## src/rtl/bk_save_ctrl.sv

```systemverilog
// Backup-RAM save/load sequencer: walks sectors 0..last LBA through the HPS sd_rd/sd_wr handshake.
// Optional autosave on OSD open after a BSRAM write: define BK_SAVE_CTRL_AUTOSAVE_EN.
module bk_save_ctrl #(
    parameter logic [23:0] ACK_TIMEOUT  = 24'd10000000,
    parameter int          SECTOR_SHIFT = 9
) (
    input  logic        clk_sys,
    input  logic        reset,
    input  logic [23:0] ram_mask,
    input  logic        rom_dl,
    input  logic        img_mounted,
    input  logic        img_size_nz,
    input  logic        img_readonly,
    input  logic        load_req,
    input  logic        save_req,
    input  logic        sd_ack,
    input  logic        bsram_we,
    input  logic        osd_open,
    output logic [31:0] sd_lba,
    output logic        sd_rd,
    output logic        sd_wr,
    output logic        bk_ena,
    output logic        bk_loading,
    output logic        busy,
    output logic        err
);

    typedef enum logic [1:0] {S_IDLE, S_REQ, S_XFER} state_t;

    state_t      state_q;
    logic        armed_q, rom_dl_q, load_q, save_q, ack_q;
    logic        dir_q;
    logic [23:0] tmr_q;
    logic [31:0] lba_q;
    logic        rd_q, wr_q, bk_ena_q, loading_q, busy_q, err_q;

    logic        rom_rise, rom_fall, load_rise, save_rise, ack_rise, ack_fall;
    logic        auto_save, start_load, start_save;
    logic [31:0] last_lba;

    // armed_q masks edges on the first cycle after reset while the edge registers reload
    assign rom_rise  = armed_q &  rom_dl   & ~rom_dl_q;
    assign rom_fall  = armed_q & ~rom_dl   &  rom_dl_q;
    assign load_rise = armed_q &  load_req & ~load_q;
    assign save_rise = armed_q &  save_req & ~save_q;
    assign ack_rise  = armed_q &  sd_ack   & ~ack_q;
    assign ack_fall  = armed_q & ~sd_ack   &  ack_q;

    assign last_lba   = 32'(ram_mask[23:SECTOR_SHIFT]);
    assign start_load = bk_ena_q & (load_rise | rom_fall);
    assign start_save = bk_ena_q & (save_rise | auto_save) & ~start_load;

`ifdef BK_SAVE_CTRL_AUTOSAVE_EN
    logic dirty_q, osd_q;

    assign auto_save = armed_q & osd_open & ~osd_q & dirty_q;

    always_ff @(posedge clk_sys) begin
        if (!reset) begin
            dirty_q <= 1'b0;
            osd_q   <= 1'b0;
        end else begin
            osd_q <= osd_open;
            if (state_q == S_IDLE && start_save && !rom_rise)
                dirty_q <= 1'b0;
            else if (bsram_we && bk_ena_q && !loading_q)
                dirty_q <= 1'b1;
        end
    end
`else
    logic unused_autosave;

    assign auto_save       = 1'b0;
    assign unused_autosave = bsram_we ^ osd_open;
`endif

    always_ff @(posedge clk_sys) begin
        if (!reset) begin
            state_q   <= S_IDLE;
            armed_q   <= 1'b0;
            rom_dl_q  <= 1'b0;
            load_q    <= 1'b0;
            save_q    <= 1'b0;
            ack_q     <= 1'b0;
            dir_q     <= 1'b0;
            tmr_q     <= '0;
            lba_q     <= '0;
            rd_q      <= 1'b0;
            wr_q      <= 1'b0;
            bk_ena_q  <= 1'b0;
            loading_q <= 1'b0;
            busy_q    <= 1'b0;
            err_q     <= 1'b0;
        end else begin
            armed_q  <= 1'b1;
            rom_dl_q <= rom_dl;
            load_q   <= load_req;
            save_q   <= save_req;
            ack_q    <= sd_ack;
            err_q    <= 1'b0;

            // a mount reported during the download overrides the clear from its rising edge
            if (rom_rise)
                bk_ena_q <= 1'b0;
            if (rom_dl && img_mounted && img_size_nz && !img_readonly)
                bk_ena_q <= |ram_mask;

            case (state_q)
                S_IDLE: begin
                    if ((start_load || start_save) && !rom_rise) begin
                        state_q   <= S_REQ;
                        busy_q    <= 1'b1;
                        lba_q     <= '0;
                        dir_q     <= start_save;
                        rd_q      <= start_load;
                        wr_q      <= start_save;
                        loading_q <= start_load;
                        tmr_q     <= ACK_TIMEOUT - 24'd1;
                    end
                end
                S_REQ, S_XFER: begin
                    if (rom_rise) begin
                        state_q   <= S_IDLE;
                        busy_q    <= 1'b0;
                        rd_q      <= 1'b0;
                        wr_q      <= 1'b0;
                        loading_q <= 1'b0;
                    end else if (state_q == S_REQ && ack_rise) begin
                        state_q <= S_XFER;
                        rd_q    <= 1'b0;
                        wr_q    <= 1'b0;
                        tmr_q   <= ACK_TIMEOUT - 24'd1;
                    end else if (state_q == S_XFER && ack_fall) begin
                        if (lba_q >= last_lba) begin
                            state_q   <= S_IDLE;
                            busy_q    <= 1'b0;
                            loading_q <= 1'b0;
                        end else begin
                            state_q <= S_REQ;
                            lba_q   <= lba_q + 32'd1;
                            rd_q    <= ~dir_q;
                            wr_q    <= dir_q;
                            tmr_q   <= ACK_TIMEOUT - 24'd1;
                        end
                    end else if (tmr_q == 24'd0) begin
                        state_q   <= S_IDLE;
                        busy_q    <= 1'b0;
                        rd_q      <= 1'b0;
                        wr_q      <= 1'b0;
                        loading_q <= 1'b0;
                        err_q     <= 1'b1;
                    end else begin
                        tmr_q <= tmr_q - 24'd1;
                    end
                end
                default: state_q <= S_IDLE;
            endcase
        end
    end

    assign sd_lba     = lba_q;
    assign sd_rd      = rd_q;
    assign sd_wr      = wr_q;
    assign bk_ena     = bk_ena_q;
    assign bk_loading = loading_q;
    assign busy       = busy_q;
    assign err        = err_q;

endmodule
```

## config.mk

```make
export PLATFORM = sky130hd
export DESIGN_NAME = bk_save_ctrl
export DESIGN_NICKNAME = d
export VERILOG_FILES = /design/src/rtl/bk_save_ctrl.sv
export SDC_FILE = /design/constraint.sdc
export NUM_CORES = 1
export LEC_CHECK = 0
export ABC_CLOCK_PERIOD_IN_PS = 2900
export BUFFER_PORTS_ARGS = -buffer_cell sky130_fd_sc_hd__buf_2
export CORE_MARGIN = 2
export CORE_UTILIZATION = 51
export DETAILED_ROUTE_END_ITERATION = 6
export MAX_ROUTING_LAYER = met4
export PLACE_DENSITY = 0.77
export SLEW_MARGIN = 10
export SYNTH_ARGS = -nofsm -noshare
export SYNTH_HDL_FRONTEND = slang
export SYNTH_SLANG_ARGS = --single-unit
```

## constraint.sdc

```tcl
create_clock -name clk_sys -period 2.9 [get_ports clk_sys]
set_input_delay 0.87 -clock clk_sys [delete_from_list [all_inputs] [get_ports clk_sys]]
set_output_delay 0.87 -clock clk_sys [all_outputs]
set_load 0.02 [all_outputs]
```

==> run metrics, run 1 <==
synth warn=0; WL final=11.0 mm; max-cap check violation count=0; H-tree Lvls=3; Synth top area share=0.345; Synth area leader=dfxtp_1; Worst Hold Class=reg -> reg; Power Total=2890 uW; Worst-Margin Slew=0.599 ns; FF+latch count, synth=70; largest cells by area after synthesis=dfxtp_1 (35%), ha_1 (6.5%), a21oi_1 (3.7%), and2_1 (3.2%), inv_1 (3.0%); Post-Layout Cell Count=690; die area=0.00869 mm^2; Layout Skew=0.00694 ns; global route hottest layer=met2; Clock transition at path regs=0.08 ns; Reg2Reg Setup Slack=0.23 ns; min-delay src=sd_lba[26]; Post-synth ARST share=0; final setup violation count=0; DP Cell Count=674; Critical Path Sink Type=flop; reg2reg start=sd_lba[17]; CTS Buffer Depth=2; floorplan row count=32; Clock Latency Late Sink=0.35 ns; worst setup path start=ram_mask[22]; total setup buffers inserted after CTS=0; number of buffers inserted by hold repair at cts=0; Die X=93.2 um; die height=93.2 um; Detail Route Antenna Nets=0; Setup Crit Path Kind=in -> reg; vias in the first global route=3865; Final Hold Violating Endpoints=0; CTS buffer count=9; cell area after synthesis=0.00406 mm^2; crit path DAT=3.02 ns; setup_tns=0 ns; Sink Count=70; met3 Use GR=0.0371; final core utilization=0.658; Final Slew Violations=0; startpoint types=primary input; antenna violations before repair=0; gr usage total=0.261; routing usage on met2=0.423; DRT Pass-1 Iters=5; Initial DRC Count=253; Peak supply drop=0.290 mV; largest net degree at the start of global routing=29; Post-Syn Nets=534; via count=4221; area grow syn2layout=25.2%; mean post-synth cell area=8.49 um^2; post-CTS sizing=0; CORE AREA=0.00773 mm^2; fin crit share=0.966; synthesized instance count=478; Worst Path Max Fanout=10; residual DRC count=0; vias per cell=6.12; DP HPWL=8.22 mm; layout cells sized above 1=0.259; CTS tree=yes; grt met1 use=0.336; Clock Tree Root=clkbuf_8; grt ovf=0; post-synthesis sequential area ratio=0.345; Post-synth top flop=dfxtp_1; PwrDens=569 mW/mm^2; RSZ-0062 raised after global routing=false; Initial Utilization=0.525; number of flops mapped to enable cells by yosys=0; gp weighted congestion=0.960; first-pass GRT wire length=17.8 mm; Critical Path RT=3.12 ns; P_leak=0.00228 uW; post-synth cell types=69; status=complete, no violations; buffers added on ports=70; Final min period=2.80 ns; I/O Pins=73; Slew headroom=0.596; Filler Cells Inserted=674; wire per inst=15.9 um; Max Freq=0.357 GHz; number of diodes=0; Final nets=639
[critical path, cell delays in order]
cell and delay (ns):
buf_2 0.11, inv_2 0.06, ha_4 0.19, a21o_1 0.20, a2111oi_4 0.36, buf_4 0.18
o311ai_4 0.11, o31ai_4 0.25, o21ai_2 0.23, a2111oi_1 0.47
[final timing paths]
path         cells past startpoint         end
min reg2reg                      1  sd_lba[26]
min                              1  sd_lba[26]
max                             10    tmr_q[9]
max reg2reg                      7    tmr_q[9]
[cells in the final DEF, fill, tap and decap left out, types with 17 or more instances in the layout]
cell      n
dfxtp_1  70
nor2_1   26
nor4_1   17
buf_4    40
nand3_1  23
buf_2    70
nand2_1  30
and2_1   21
a21oi_1  30
inv_1    31
ha_1     20
[metrics by stage]
stage | cell area [um^2] | hold WS, ns | setup slack [ns]
final | 5080 | 0.492 | 0.0986
after global routing | 5080 | 0.510 | 0.0320
after CTS | 5080 | 0.496 | 0.124
after detailed placement | 4850 | 0.471 | -0.197
after global placement | 4850 | 0.463 | -0.205
after floorplan | 4100 | 0.464 | 0.00980
[area by class of cell]
class	instances	area (um^2)	area share
well taps	102	128	0.0251
clock buffers	10	138	0.0271
clock inverters	6	92.6	0.0182
inverters	32	120	0.0236
flip-flops and latches	70	1400	0.276
multi-input cells	357	2490	0.491
repair buffers	113	711	0.140
[flip-flops by register name, summed over array words and instances, names as in the netlist]
register    cells
bk_loading      1
armed_q         1
busy            1
bk_ena          1
sd_wr           1
dir_q           1
err             1
ack_q           1
rom_dl_q        1
state_q         2
sd_rd           1
sd_lba         32
save_q          1
load_q          1
tmr_q          24
[synthesized netlist by cell type, types with 5 or more instances]
master / n
o221a_2: 6
a21oi_1: 30
nand3_1: 23
o21ai_0: 12
dfxtp_1: 70
nand2_1: 30
or3_1: 6
o21a_1: 5
and2_1: 21
o31a_1: 6
clkbuf_1: 13
o31ai_1: 12
nand2b_1: 7
nor4_1: 18
nand4_1: 8
a31oi_1: 7
and3_1: 10
inv_1: 32
nor2b_1: 8
nor2_1: 26
nor3_1: 16
ha_1: 21
or4_1: 15
[routing by layer]
metal  wire length (um)  part of all wire
met3                639             0.058
met4                168             0.015
met5                  0                 0
met1               5030              0.46
met2               5160              0.47
[logic make-up after synthesis]
group	count (synthesis)	share of synthesized area
AND/OR/NAND/NOR	204	0.283
AO/OA/AOI/OAI	128	0.246
flip-flops	70	0.345
buffers and inverters	51	0.0515
adder cells (fa/ha/maj)	21	0.0647
multiplexers	4	0.00986
[report_power, final]
part	switching (uW)	leakage (uW)	total (uW)	internal, uW
Combinational	583	0.00160	923	339
Sequential	54.8	0.000566	1060	1010
Clock	399	0.000109	911	512
No activity file was read; power rests on OpenSTA's default activity.
==> run 2: changes to the inputs <==
--- a/config.mk
+++ b/config.mk
@@ -5,7 +5,7 @@
 export SDC_FILE = /design/constraint.sdc
 export NUM_CORES = 1
 export LEC_CHECK = 0
-export ABC_CLOCK_PERIOD_IN_PS = 2900
+export ABC_CLOCK_PERIOD_IN_PS = 2300
 export BUFFER_PORTS_ARGS = -buffer_cell sky130_fd_sc_hd__buf_2
 export CORE_MARGIN = 2
 export CORE_UTILIZATION = 51
==> constraint.sdc (replaced) <==
create_clock -name clk_sys -period 2.3 [get_ports clk_sys]
set_input_delay 0.69 -clock clk_sys [delete_from_list [all_inputs] [get_ports clk_sys]]
set_output_delay 0.69 -clock clk_sys [all_outputs]
set_load 0.02 [all_outputs]
==> run 2 against run 1 <==
Against the previous run: the run now ends with setup timing left; non-clock buffer count increased by 88; first-iteration DRC count increased to 2.6 times the previous value; hold slack got worse by 0.0018 ns; clock-buffer cell count increased by 3; setup slack got worse by 0.39 ns.
==> run metrics, run 2 (synthesized netlist as in run 1, its figures left out) <==
status=finished, violations left; failing checks=setup timing; DP HPWL=9.56 mm; fin worst setup slack=-0.294 ns; Sink Count=70; Clock transition at path regs=0.07 ns; Worst Reg-to-Reg Cells=9; reg2reg start=sd_lba[13]; area of the multi-input gates=0.00299 mm^2; Worst Path Max Fanout=5; setup_tns=-9.72 ns; RR Endpoint=sd_lba[3]; buffers added on ports=70; final core utilization=0.813; Reg2Reg Setup Slack=-0.25 ns; P_leak=0.00281 uW; commonest non-fill, non-tap cell in the layout=buf_4; Slew headroom=0.558; Final min period=2.59 ns; vias in the first global route=5123; CP cell instances=buf_8 > inv_8 > ha_4 > a21o_1 > a2111oi_4 > o311a_4 > a31oi_4 > buf_4 > buf_6 > o31ai_2 > a21oi_1; Layout Skew=0.0169 ns; first-pass GRT wire length=25.6 mm; startpoint types=primary input; layout cells sized above 1=0.457; Die X=93.2 um; Critical Path Sink Type=flop; Initial DRC Count=657; Clock Tree Root=clkbuf_8; Detail Route Antenna Nets=0; Worst Hold Class=reg -> reg; Peak supply drop=0.573 mV; min-delay src=sd_lba[30]; Final Hold Violating Endpoints=0; Critical Path RT=2.53 ns; Largest register FFs=32; wire per inst=22.2 um; Worst Hold End=sd_lba[30]; via count=5280; number of buffers inserted by hold repair at cts=0; I/O Pins=73; max-cap check violation count=0; CTS Buffer Depth=2; die area=0.00869 mm^2; crit path DAT=2.82 ns; most frequent cells in the layout=buf_4 (121), dfxtp_1 (67), buf_2 (63); WL final=17.4 mm; CTS buffer count=9; DRT Pass-1 Iters=7; CORE AREA=0.00773 mm^2; vias per cell=6.75; CTS tree=yes; RSZ-0062 raised after global routing=true; Final Slew Violations=0; antenna violations before repair=0; Power Total=4240 uW; CP max stage cell=a2111oi_4; Hold Crit Depth=1; die height=93.2 um; Max Freq=0.385 GHz; gp weighted congestion=0.980; fin crit share=1.13; Worst-Margin Slew=0.655 ns; H-tree Lvls=3; grt ovf=0; number of diodes=0; Initial Utilization=0.525; residual DRC count=0; Final nets=731; floorplan row count=32; final setup violation count=48; Setup Crit Path Kind=in -> reg; max incr delay on CP=0.42 ns; gr usage total=0.388; largest net degree at the start of global routing=24; PwrDens=675 mW/mm^2; Register Area=0.00141 mm^2; Clock Latency Late Sink=0.38 ns; area grow syn2layout=54.8%; Filler Cells Inserted=416
[run 2: cell types whose count changed in the layout (fill, tap and decap cells not counted), moves of 10 or more]
cell,previous run,this run
buf_6,0,15
buf_4,40,121
ha_1,20,10
a21oi_2,1,13
inv_1,31,20
a21oi_1,30,18
[run 2: power breakdown]
part	internal, uW	total (uW)	leakage, uW	switching (uW)
Clock	560	1070	0.0000996	513
Combinational	790	1840	0.00214	1050
Sequential	1270	1330	0.000568	60.3
Total	2620	4240	0.00281	1620
[run 2: final cells by class]
| cell class | instances | share of cell area |
|---|---|---|
| multi-input combinational | 361 | 0.476 |
| timing repair buffer | 201 | 0.227 |
| sequential | 70 | 0.224 |
| clock buffer | 13 | 0.0253 |
| inverter | 32 | 0.0209 |
| tap | 102 | 0.0203 |
| clock inverter | 3 | 0.00677 |
[run 2: layer usage]
| layer | up-vias | track usage | wire (um) |
|---|---|---|---|
| li1 | 2230 | - | - |
| met1 | 2422 | 0.424 | 6120 |
| met2 | 450 | 0.630 | 7970 |
| met3 | 178 | 0.0798 | 1750 |
| met4 | 0 | 0.273 | 1520 |
| met5 | - | - | 0 |
[run 2: critical path, delay by kind of cell]
family,cells,cell delay (ns)
fa+ha+maj,1,0.19
buf+inv,4,0.44
compound gates,6,1.49
[run 2: worst max-delay path by stage]
stage               cells past startpoint  slack, ns         end         start
floorplan                               9      -0.34  sd_lba[13]  ram_mask[22]
global placement                       10      -0.67    tmr_q[5]  ram_mask[16]
detailed placement                     10      -0.75   tmr_q[15]  ram_mask[16]
CTS                                     6      -0.17   sd_lba[9]    sd_lba[17]
global route                           12      -0.32   tmr_q[15]  ram_mask[22]
finish                                 11      -0.29   sd_lba[3]  ram_mask[22]
[run 2: what timing repair did]
item | CTS | global route
resized for setup | 74 | 31
setup buffers | 23 | 6
endpoints found under the setup margin | 46 | 49
hold endpoints to repair | 0 | 0
gates cloned | 5 | 0
pin swaps | 35 | 17
[run 2: stage by stage]
stage	hold WS [ns]	cell area (um^2)	setup WS, ns	std cells
after global routing	0.515	6280	-0.324	782
after floorplan	0.464	4150	-0.339	478
final	0.490	6280	-0.294	782
after detailed placement	0.470	5320	-0.746	734
after global placement	0.461	5320	-0.668	734
after CTS	0.490	6080	-0.172	777
==> run 3: changes to the inputs <==
--- a/config.mk
+++ b/config.mk
@@ -7,6 +7,7 @@
 export LEC_CHECK = 0
 export ABC_CLOCK_PERIOD_IN_PS = 2300
 export BUFFER_PORTS_ARGS = -buffer_cell sky130_fd_sc_hd__buf_2
+export CORE_ASPECT_RATIO = 0.9
 export CORE_MARGIN = 2
 export CORE_UTILIZATION = 51
 export DETAILED_ROUTE_END_ITERATION = 6
==> run 3 against run 2 <==
Against the previous run: the flow still finishes with violations (setup timing); clock skew decreased by 0.0050 ns; total power decreased by 2.8%; non-clock buffer count decreased by 14; final area decreased by 2.7%; hold slack got worse by 0.0068 ns; first-iteration DRC count decreased by 20%; sequential share of layout area increased by 0.62 points; flip-flop and latch count unchanged.
==> run metrics, run 3 (synthesized netlist as in run 1, its figures left out) <==
vias in the first global route=4553; failing checks=setup timing; Worst Reg-to-Reg Cells=9; RSZ-0062 raised after global routing=true; Final Hold Violating Endpoints=0; Critical Path Sink Type=flop; grt ovf=0; Final Slew Violations=0; internal power=2550 uW; DRT Pass-1 Iters=7; PwrDens=674 mW/mm^2; Layout Skew=0.0119 ns; wire per inst=19.6 um; final setup violation count=42; Clock transition at path regs=0.09 ns; via count=4890; Final nets=713; max-cap check violation count=0; Initial Utilization=0.533; Clock Latency Late Sink=0.36 ns; reg2reg start=sd_lba[13]; Reg power frac=0.322; largest net degree at the start of global routing=29; Clock Power Share=0.241; Sink Count=70; Detail Route Antenna Nets=0; Largest register FFs=32; CP max stage cell=a31oi_1; worst setup path start=ram_mask[22]; status=finished, violations left; Power Total=4120 uW; die height=88.6 um; crit path DAT=2.87 ns; CP cell instances=buf_8 > inv_8 > ha_4 > a21o_1 > a2111oi_4 > buf_4 > o311ai_4 > o31ai_4 > buf_4 > o221ai_1 > a31oi_1; min-delay src=tmr_q[0]; H-tree Lvls=3; Peak supply drop=0.588 mV; Final min period=2.63 ns; Worst-Margin Slew=0.680 ns; Net Sw Frac=0.382; startpoint types=primary input; crit-path most repeated cell=buf_4; P_leak=0.00275 uW; Critical Path RT=2.54 ns; Crit path depth=11; vias per cell=6.46; CORE AREA=0.00762 mm^2; number of diodes=0; Reg2Reg Setup Slack=-0.26 ns; gr usage total=0.320; DP HPWL=9.34 mm; Filler Cells Inserted=464; Hold Crit Depth=2; buffers added on ports=70; WL final=14.8 mm; Die X=98.1 um; Worst Path Max Fanout=9; fin crit share=1.14; Setup Crit Path Kind=in -> reg; combinational share of power=0.437; final core utilization=0.802; number of buffers inserted by hold repair at cts=0; Initial DRC Count=527; commonest non-fill, non-tap cell in the layout=buf_4; first-pass GRT wire length=21.5 mm; I/O Pins=73; CTS tree=yes; CTS Buffer Depth=2; Max Freq=0.380 GHz; area grow syn2layout=50.6%; Finished Cell Area=0.00611 mm^2; CTS buffer count=9; antenna violations before repair=0; Worst path top cell family by delay=compound AO/OA/AOI/OAI gates; worst path bufs/invs=4; RR Endpoint=tmr_q[1]; Slew headroom=0.534; most frequent cells in the layout=buf_4 (105), dfxtp_1 (67), buf_2 (63); fin worst setup slack=-0.329 ns; placed inst area=0.00541 mm^2; max incr delay on CP=0.37 ns; gp weighted congestion=0.934; dpl ws=-0.585 ns; die area=0.00869 mm^2; Psw=1570 uW; Worst Hold End=tmr_q[0]; residual DRC count=0; Clock Tree Root=clkbuf_8; Worst Hold Class=reg -> reg; floorplan row count=30; layout cells sized above 1=0.434
## run 3: per-layer routing
metal  GRT usage  vias to the layer above  share of wire
met3      0.0766                       84           0.10
met4       0.133                        0          0.042
li1            -                     2181              -
met5           -                        -              0
met1       0.389                     2270           0.40
met2       0.515                      355           0.46
## run 3: final cells by class
class	instances	area, um^2	share of cell area
timing repair buffer	187	1380	0.226
tap	96	120	0.0196
sequential	70	1410	0.230
clock buffer	9	124	0.0203
inverter	32	133	0.0217
clock inverter	6	63.8	0.0104
multi-input combinational	357	2890	0.472
## run 3: power by group through the flow
stage                     Combinational (uW)  Sequential, uW  Clock, uW
after CTS                               1580            1320        994
final                                   1800            1330        992
after global placement                  1410            1340          0
after detailed placement                1450            1350          0
after floorplan                          816            1350          0
after global routing                    1900            1340       1040
## run 3: what timing repair did
action                     CTS  global route
setup endpoints to repair   40            48
gates cloned                 2             0
gates resized for setup     39            55
buffers inserted             4             3
pin swaps                   13             8
## run 3: worst reg2reg max path: stages, from the launching register on
cell,delay [ns]
dfxtp_1,0.38
ha_4,0.22
a21o_1,0.21
a2111oi_4,0.35
buf_4,0.18
o311ai_4,0.11
o31ai_4,0.23
buf_4,0.22
o221ai_1,0.18
a31oi_1,0.37
## run 3: worst max path at each step
stage	to	slack, ns
after floorplan	sd_lba[13]	-0.34
after global placement	sd_wr	-0.55
after detailed placement	sd_wr	-0.58
after CTS	sd_lba[9]	-0.14
after global routing	tmr_q[1]	-0.34
final	tmr_q[1]	-0.33
## run 3: per-stage QoR
stage	TNS [ns]	hold WS, ns	std cells
finish	-4.00	0.483	757
global route	-6.20	0.503	757
CTS	-2.00	0.494	755
detailed placement	-21.35	0.469	734
global placement	-18.84	0.462	734
floorplan	-9.51	0.464	478
